===== config.mk =====
export PLATFORM = sky130hd
export DESIGN_NAME = layer_pixel_fetch
export DESIGN_NICKNAME = d
export VERILOG_FILES = /design/src/rtl/layer_pixel_fetch.sv
export SDC_FILE = /design/constraint.sdc
export NUM_CORES = 1
export LEC_CHECK = 0
export ABC_AREA = 1
export BUFFER_PORTS_ARGS = -buffer_cell sky130_fd_sc_hd__buf_4
export CAP_MARGIN = 15
export CORE_ASPECT_RATIO = 1.5
export CORE_UTILIZATION = 35
export CTS_CLUSTER_SIZE = 14
export DETAILED_ROUTE_END_ITERATION = 8
export MAX_ROUTING_LAYER = met4
export SETUP_SLACK_MARGIN = 0.05
export SYNTH_ARGS = -nofsm -noshare
export SYNTH_HDL_FRONTEND = slang
export SYNTH_SLANG_ARGS = --single-unit

===== constraint.sdc =====
create_clock -name clk -period 6.1 [get_ports clk]
set_input_delay 1.22 -clock clk [delete_from_list [all_inputs] [get_ports clk]]
set_output_delay 1.22 -clock clk [all_outputs]
set_load 0.01 [all_outputs]

===== src/rtl/layer_pixel_fetch.sv =====
// layer_pixel_fetch: stage 4 of the GPU layer pipe.
// Takes the RAM byte offset, flash bit offset and read enables from the
// address stage, fetches the glyph bit from font flash and/or the colour
// word from RAM, and presents one resolved pixel (colour + opacity).
//
// Ports
//   clk, rst                 clock, synchronous active-low reset
//   start                    one-cycle pipeline advance; inputs sampled here
//   ramEn, flashEn, isSprite per-pixel fetch controls
//   ramBaseBytes, ramAddressOffsetBytes     RAM byte address terms
//   flashBaseBits, flashAddressOffsetBits   flash bit address terms
//   ramReq/ramAddr/ramAck/ramData           RAM word read handshake
//   flashReq/flashAddr/flashAck/flashData   flash byte read handshake
//   rdy                      idle or done, ready for start
//   pixelValid, pixelColor, pixelOpaque     resolved pixel
//   timeoutErr               sticky request-timeout flag
//   overrun                  pulse when start arrives while busy
module layer_pixel_fetch #(
    parameter logic [15:0] TRANSPARENT_COLOR = 16'hF81F,
    parameter int unsigned TIMEOUT_CYCLES    = 'd255
) (
    input  logic        clk,
    input  logic        rst,
    input  logic        start,
    input  logic        ramEn,
    input  logic        flashEn,
    input  logic        isSprite,
    input  logic [26:0] ramBaseBytes,
    input  logic [26:0] ramAddressOffsetBytes,
    input  logic [29:0] flashBaseBits,
    input  logic [29:0] flashAddressOffsetBits,
    output logic        ramReq,
    output logic [25:0] ramAddr,
    input  logic        ramAck,
    input  logic [15:0] ramData,
    output logic        flashReq,
    output logic [26:0] flashAddr,
    input  logic        flashAck,
    input  logic [7:0]  flashData,
    output logic        rdy,
    output logic        pixelValid,
    output logic [15:0] pixelColor,
    output logic        pixelOpaque,
    output logic        timeoutErr,
    output logic        overrun
);

    localparam int unsigned CNT_W     = 16;
    localparam int unsigned RAM_AW    = 26;
    localparam int unsigned FLASH_AW  = 27;
    localparam int unsigned COLOR_W   = 16;
    // Last wait count at which a request may still be acknowledged; an
    // unanswered request at this count has been up TIMEOUT_CYCLES cycles.
    localparam logic [CNT_W-1:0] WAIT_LAST = CNT_W'(TIMEOUT_CYCLES - 1);

    typedef enum logic [1:0] {
        ST_IDLE      = 2'd0,
        ST_FLASH_REQ = 2'd1,
        ST_RAM_REQ   = 2'd2,
        ST_DONE      = 2'd3
    } state_e;

    state_e state_q, state_d;

    logic                ram_req_q, ram_req_d;
    logic                flash_req_q, flash_req_d;
    logic                rdy_q, rdy_d;
    logic                pixel_valid_q, pixel_valid_d;
    logic [COLOR_W-1:0]  pixel_color_q, pixel_color_d;
    logic                pixel_opaque_q, pixel_opaque_d;
    logic                timeout_err_q, timeout_err_d;
    logic                overrun_q, overrun_d;
    logic [RAM_AW-1:0]   ram_addr_q, ram_addr_d;
    logic [FLASH_AW-1:0] flash_addr_q, flash_addr_d;
    logic [2:0]          bit_idx_q, bit_idx_d;
    logic                ram_en_q, ram_en_d;
    logic                is_sprite_q, is_sprite_d;
    logic [CNT_W-1:0]    wait_cnt_q, wait_cnt_d;

    logic [29:0]         flash_sum_c;
    logic                glyph_bit_c;
    logic                wait_expired_c;

    // Flash bit address: byte address in the upper bits, bit index below.
    assign flash_sum_c    = flashBaseBits + flashAddressOffsetBits;
    // Glyph rows are stored MSB-first, so bit index i lives at bit 7-i.
    assign glyph_bit_c    = flashData[~bit_idx_q];
    assign wait_expired_c = (wait_cnt_q == WAIT_LAST);

    // State and result registers.
    always_ff @(posedge clk) begin
        if (!rst) begin
            state_q        <= ST_IDLE;
            ram_req_q      <= 1'b0;
            flash_req_q    <= 1'b0;
            rdy_q          <= 1'b1;
            pixel_valid_q  <= 1'b0;
            pixel_color_q  <= '0;
            pixel_opaque_q <= 1'b0;
            timeout_err_q  <= 1'b0;
            overrun_q      <= 1'b0;
            ram_addr_q     <= '0;
            flash_addr_q   <= '0;
            bit_idx_q      <= '0;
            ram_en_q       <= 1'b0;
            is_sprite_q    <= 1'b0;
            wait_cnt_q     <= '0;
        end else begin
            state_q        <= state_d;
            ram_req_q      <= ram_req_d;
            flash_req_q    <= flash_req_d;
            rdy_q          <= rdy_d;
            pixel_valid_q  <= pixel_valid_d;
            pixel_color_q  <= pixel_color_d;
            pixel_opaque_q <= pixel_opaque_d;
            timeout_err_q  <= timeout_err_d;
            overrun_q      <= overrun_d;
            ram_addr_q     <= ram_addr_d;
            flash_addr_q   <= flash_addr_d;
            bit_idx_q      <= bit_idx_d;
            ram_en_q       <= ram_en_d;
            is_sprite_q    <= is_sprite_d;
            wait_cnt_q     <= wait_cnt_d;
        end
    end

    // Next-state logic.
    always_comb begin
        state_d = state_q;
        case (state_q)
            ST_IDLE, ST_DONE: begin
                if (start) begin
                    // Sprites never read flash, whatever flashEn says.
                    if (flashEn && !isSprite) begin
                        state_d = ST_FLASH_REQ;
                    end else if (ramEn) begin
                        state_d = ST_RAM_REQ;
                    end else begin
                        state_d = ST_DONE;
                    end
                end
            end
            ST_FLASH_REQ: begin
                if (flashAck) begin
                    state_d = (glyph_bit_c && ram_en_q) ? ST_RAM_REQ : ST_DONE;
                end else if (wait_expired_c) begin
                    state_d = ST_DONE;
                end
            end
            ST_RAM_REQ: begin
                if (ramAck || wait_expired_c) begin
                    state_d = ST_DONE;
                end
            end
            default: state_d = ST_IDLE;
        endcase
    end

    // Output and datapath next values.
    always_comb begin
        pixel_color_d  = pixel_color_q;
        pixel_opaque_d = pixel_opaque_q;
        timeout_err_d  = timeout_err_q;
        ram_addr_d     = ram_addr_q;
        flash_addr_d   = flash_addr_q;
        bit_idx_d      = bit_idx_q;
        ram_en_d       = ram_en_q;
        is_sprite_d    = is_sprite_q;
        overrun_d      = 1'b0;

        // Handshake and status flags follow the state being entered.
        ram_req_d      = (state_d == ST_RAM_REQ);
        flash_req_d    = (state_d == ST_FLASH_REQ);
        rdy_d          = (state_d == ST_IDLE) || (state_d == ST_DONE);
        pixel_valid_d  = (state_d == ST_DONE);

        // Wait counter restarts on every state change, counts while waiting.
        if (state_d != state_q) begin
            wait_cnt_d = '0;
        end else if ((state_q == ST_FLASH_REQ) || (state_q == ST_RAM_REQ)) begin
            wait_cnt_d = wait_cnt_q + CNT_W'(1);
        end else begin
            wait_cnt_d = wait_cnt_q;
        end

        case (state_q)
            ST_IDLE, ST_DONE: begin
                if (start) begin
                    // Word address: 27-bit byte sum wraps, then drop bit 0.
                    ram_addr_d     = RAM_AW'((ramBaseBytes + ramAddressOffsetBytes) >> 1);
                    flash_addr_d   = flash_sum_c[29:3];
                    bit_idx_d      = flash_sum_c[2:0];
                    ram_en_d       = ramEn;
                    is_sprite_d    = isSprite;
                    // Result defaults to transparent black until a RAM word lands.
                    pixel_color_d  = '0;
                    pixel_opaque_d = 1'b0;
                end
            end
            ST_FLASH_REQ: begin
                overrun_d = start;
                if (!flashAck && wait_expired_c) begin
                    timeout_err_d = 1'b1;
                end
            end
            ST_RAM_REQ: begin
                overrun_d = start;
                if (ramAck) begin
                    pixel_color_d  = ramData;
                    pixel_opaque_d = !(is_sprite_q && (ramData == TRANSPARENT_COLOR));
                end else if (wait_expired_c) begin
                    timeout_err_d  = 1'b1;
                    pixel_color_d  = '0;
                    pixel_opaque_d = 1'b0;
                end
            end
            default: begin
                overrun_d = 1'b0;
            end
        endcase
    end

    assign ramReq      = ram_req_q;
    assign ramAddr     = ram_addr_q;
    assign flashReq    = flash_req_q;
    assign flashAddr   = flash_addr_q;
    assign rdy         = rdy_q;
    assign pixelValid  = pixel_valid_q;
    assign pixelColor  = pixel_color_q;
    assign pixelOpaque = pixel_opaque_q;
    assign timeoutErr  = timeout_err_q;
    assign overrun     = overrun_q;

endmodule


Word-level counts from Yosys, hierarchy flattened:

Index checks and enable logic that the tools add are counted.
W data, S select, Z words.

* mux-type cells: 22
* bitwise gates (word level): 2
* equality and inequality tests: 14
* $mul: 0
* shift-type cells: 0
* div/mod/pow operators: 0
* order comparisons: 1
* reduce and logical (&&, ||, !) cells: 21
* add/sub/neg operators: 3

Operators by type and width (number)
* $mux W16: 3
* $pmux W16 S2: 1
* $add A30 B30 Y30: 1
* $add A27 B27 Y27: 1
* $add A16 B1 Y16 const B: 1
* $eq A16 B16 Y1 const B: 1
* $eq A16 B8 Y1 const B: 1
* $mux W2: 5
* $mux W1: 9
* $eq A2 B2 Y1 const B: 4
* $ne A2 B2 Y1 const B: 3
* $pmux W2 S3: 1
* $reduce_or A2 Y1: 3
* $eq A2 B1 Y1 const B: 2
* $logic_and A1 B1 Y1: 4
* $logic_not A2 Y1: 2
* $lt A3 B4 Y1 const B: 1
* $pmux W1 S2: 2
* $reduce_and A2 Y1: 2
* $reduce_and A4 Y1: 1
* $reduce_bool A2 Y1: 2
* $bmux W1 S3: 1
* $logic_not A1 Y1: 3
* $logic_or A1 B1 Y1: 3
* 6 further kinds: 6

* memories: 0
* bits of input ports: 146
* bits in writable memories: 0
* logic and storage cells: 78
* latch bits: 0
* output and inout bits: 76
* bits in registers: 99
* memory bits (read-only): 0

Depth between registers and ports, before layout:

* word-level depth: 9
* gate-level depth with buffers: 16
* gate-level depth less buffers: 16

Worst setup path before layout:

Ideal clock, no wire load.

* path kind: input to register
* start point: in ramBaseBytes[1]
* end point: reg ram_addr_q[25] (netlist: ramAddr[25])
* library setup time: 109 ps
* buffers on the path: 0
* stages on the path: 14
* arrival: 2691 ps
* required time: 5991 ps
* path slack: 3301 ps
* cells stage by stage: inv_1 > fa_1 > inv_1 > nand2_1 > o21ai_1 > nand3_1 > nand2_1 > nand2_1 > nand2_1 > nand2_1 > nand3_1 > nand3_1 > nand2_1 > inv_1

* word-level cells in the longest chain between the ends: 1

Ends and longest elaborated chain
* start: declaration: line 28 `input logic [26:0] ramBaseBytes,`
* $add A27 B27 Y27: line 190 `ram_addr_d = RAM_AW'((ramBaseBytes + ramAddressOffsetBytes) >> 1);`
* end signal: assignment: line 118 `ram_addr_q <= ram_addr_d;`
* end: declaration: line 73 `logic [RAM_AW-1:0] ram_addr_q, ram_addr_d;`

Every way passes these cells.
A chain may end at the register's enable or synchronous reset.

Final worst setup path:

* start point: reg state_q[0]
* end point: reg flash_addr_q[17] (netlist: flashAddr[17])

* word-level cells in the longest chain between the ends: 3
* elaborated cells on any way between the ends: 4

Ends and longest elaborated chain
* start: declaration: line 63 `state_e state_q, state_d;`
* start signal: assignment: line 109 `state_q <= state_d;`
* $eq A2 B2 Y1 or $logic_not A2 Y1 (tied branches): line 186 `case (state_q)`
* $reduce_or A2 Y1 (*): line 186
* $reduce_and A2 Y1 (no source line) (*)
* end signal: assignment: line 119 `flash_addr_q <= flash_addr_d;`
* end: declaration: line 74 `logic [FLASH_AW-1:0] flash_addr_q, flash_addr_d;`

Mark *: on every way between the ends. The rest lies on a longest branch, timed or not.

==> reports/results.txt <==
EDFF count, synth - 0
Number of antenna diodes - 0
Hold_buf cts - 0
Via Count - 8,165
Worst R2R Setup Slack - 2.88 ns
Top-Level Pins - 222
First-pass GRT wire length - 38,260 um
Crit. End Element - flop
Vias per cell - 4.829
Mapped Cells - 1,208
Seq/Total Area, Yosys - 0.2642
Most frequent cells in the layout - 275 x nand2_1, 224 x buf_4, 199 x nor2_1
Routed WL per cell - 14.05 um
Worst-margin pin slew - 0.6478 ns
Share of Yosys cell area claimed by the top area cell type - 0.2642
Result of the run - completed
Synth area leaders - dfxtp_1 26%, nand2_1 14%, ha_1 10%
Buffer count from post-CTS setup fixing - 0
Post-layout util - 0.4606
Largest net degree at the start of global routing - 59
Distinct cells, synth - 39
#FFs+latches synth - 99
Hold Path Class - flop to flop
Clock net sink count - 99
Number of global-route vias before repair - 7,938
Worst path required time - 6.36 ns
Fmax - 310.8 MHz
GRT Total Usage - 0.2253
CTS tree - built
Layout Skew - 0.01370 ns
# rows - 65
Relative slew slack - 0.5675
Area grow syn2layout - 29.34%
Die height - 181.3 um
Setup tns final - 0 ns
Clock root buffer master - clkbuf_16
Clock latency on the worst-skew pair - 0.36 ns
HPWL after DPL - 19,460 um
Unrepaired setup endpoints after global routing - no
MaxCap Viol Count - 0
Avg Cell Area, Syn - 6.210 um^2
Core Region - 21,060 um^2
Crit path time final - 3.218 ns
Final-report hold violation count - 0
R2R cell count - 9
Initial antenna violation count - 0
First-iteration detailed-routing DRC count - 424
Tcrit/Tclk final - 0.5275
# port buffers - 221
DRC - 0
Crit path launch type - flop
NumNets Final - 1,627
Routed wire length - 23,770 um
Worst Setup SP - state_q[0]$_SDFF_PN0_
DRT antenna net count - 0
Synth warn - 0
Die area - 22,040 um^2
CTS Buf Count - 9
Pins over their slew limit - 0
Worst setup path end - flashAddr[17]$_SDFFE_PN0P_
Ys async rst share - 0
Critical-path maximum fanout - 58
Gpl congestion - 0.9100
Worst EP arrival - 3.48 ns
Endpoints failing setup - 0
GR Overflow Total - 0
Primary FF master, synth - dfxtp_1
Final WS setup - 2.882 ns
Power density over cell area - 296.1 nW/um^2
Syn Nets - 1,417
Dominant cell type by area after synthesis - dfxtp_1
Synth Cell Area - 7502 um^2
Drt pass-1 iters - 5
Die Width - 121.5 um
Place WS - 2.547 ns
Initial Util - 0.3562
Clock transition at the registers of the reported paths - 0.08 ns
Leak - 5.047 nW
Peak VDD IR - 0.1649 mV
Critical path start-end classification - flop to flop
Share of cells above drive strength 1 - 0.1897
H-tree depth - 3
Clk buf depth - 2
Reg2Reg Launch Point - state_q[0]$_SDFF_PN0_
Post-cts resize count - 0
Leading cell type in the layout, fill and taps excluded - nand2_1
Worst reg2reg endpoint - flashAddr[17]$_SDFFE_PN0P_
[layout make-up]
type / count / area, um^2
clock buffer: 9 / 225.2
clock inverter: 7 / 70.07
fill: 2263 / 11360
inverter: 168 / 630.6
multi-input combinational: 916 / 4778
sequential: 99 / 1982
tap: 268 / 335.3
timing repair buffer: 224 / 1682
[synthesized netlist by cell type, types with 2 or more instances]
master    number
o211ai_1       5
nand2_2        8
buf_2          5
inv_2          3
nor3_1        17
clkbuf_1      15
ha_1          61
o21bai_1       4
nand2_1      275
nand3_1       84
a21oi_1       89
dfxtp_1       99
o21ai_0       78
nand4_1       20
nor2_1       199
inv_1        162
clkinv_1       3
xnor2_1        8
nor2_2        10
nor2_4         3
xor2_1        30
buf_1          3
fa_1           2
nor4_1         5
a21o_1         6
[how the worst min path moves through the flow]
stage                                     start                           to  slack [ns]  depth (start not counted)
finish               pixelColor[0]$_SDFFE_PN0P_   pixelColor[0]$_SDFFE_PN0P_        0.47                          2
global route         pixelColor[1]$_SDFFE_PN0P_   pixelColor[1]$_SDFFE_PN0P_        0.49                          2
CTS                 pixelColor[11]$_SDFFE_PN0P_  pixelColor[11]$_SDFFE_PN0P_        0.47                          2
detailed placement  pixelColor[11]$_SDFFE_PN0P_  pixelColor[11]$_SDFFE_PN0P_        0.46                          2
global placement    pixelColor[11]$_SDFFE_PN0P_  pixelColor[11]$_SDFFE_PN0P_        0.45                          2
floorplan              is_sprite_q$_SDFFE_PN0P_     is_sprite_q$_SDFFE_PN0P_        0.47                          2
[report_power, final]
part,total [mW],internal [mW],leakage (nW),switching (mW)
Combinational,1.38,0.540,4.09,0.838
Clock,0.584,0.289,0.147,0.295
Sequential,0.911,0.806,0.813,0.106
[state kept, by name, summed over array words and instances (netlist names)]
register     cells
overrun          1
flashReq         1
ramReq           1
wait_cnt_q      16
pixelColor      16
rdy              1
pixelOpaque      1
timeoutErr       1
flashAddr       27
state_q          2
bit_idx_q        3
pixelValid       1
ramAddr         26
ram_en_q         1
is_sprite_q      1
[worst max-delay path, stage by stage (launching register included)]
cell and delay [ns]:
dfxtp_1 0.43, inv_1 0.12, ha_1 0.44, nand2_1 0.44
buf_4 0.37, inv_2 0.36, buf_4 0.61, nand2_1 0.10
o21ai_0 0.16, inv_1 0.05
[stage by stage]
| stage | instances | total power [mW] | hold slack [ns] | instance area (um^2) |
|---|---|---|---|---|
| after CTS | 1691 | 2.907 | 0.4705 | 9703 |
| final | 1691 | 2.874 | 0.4697 | 9703 |
| after floorplan | 1208 | 1.794 | 0.4690 | 7502 |
| after global placement | 1675 | 2.300 | 0.4536 | 9408 |
| after detailed placement | 1675 | 2.313 | 0.4588 | 9408 |
| after global routing | 1691 | 3.121 | 0.4947 | 9703 |
[metal layers]
| metal | track usage | share of wire | wire length (um) |
|---|---|---|---|
| met1 | 0.2468 | 0.42 | 9870 |
| met3 | 0.03093 | 0.047 | 1128 |
| met4 | 0.07852 | 0.025 | 591 |
| met2 | 0.4075 | 0.51 | 12180 |
| met5 | - | 0 | 0 |
[cells by family (layout without fill, tap and decap cells)]
kind of cell | after synthesis | after routing | share of synthesized area
AOI/OAI and AO/OA | 188 | 188 | 0.1324
xor gates and xnor gates | 38 | 38 | 0.04436
adders and majority gates | 63 | 63 | 0.1071
buffers and inverters | 193 | 408 | 0.09890
DFF | 99 | 99 | 0.2642
and+or+nand+nor | 627 | 627 | 0.3531
(Power assumes the default switching activity.)
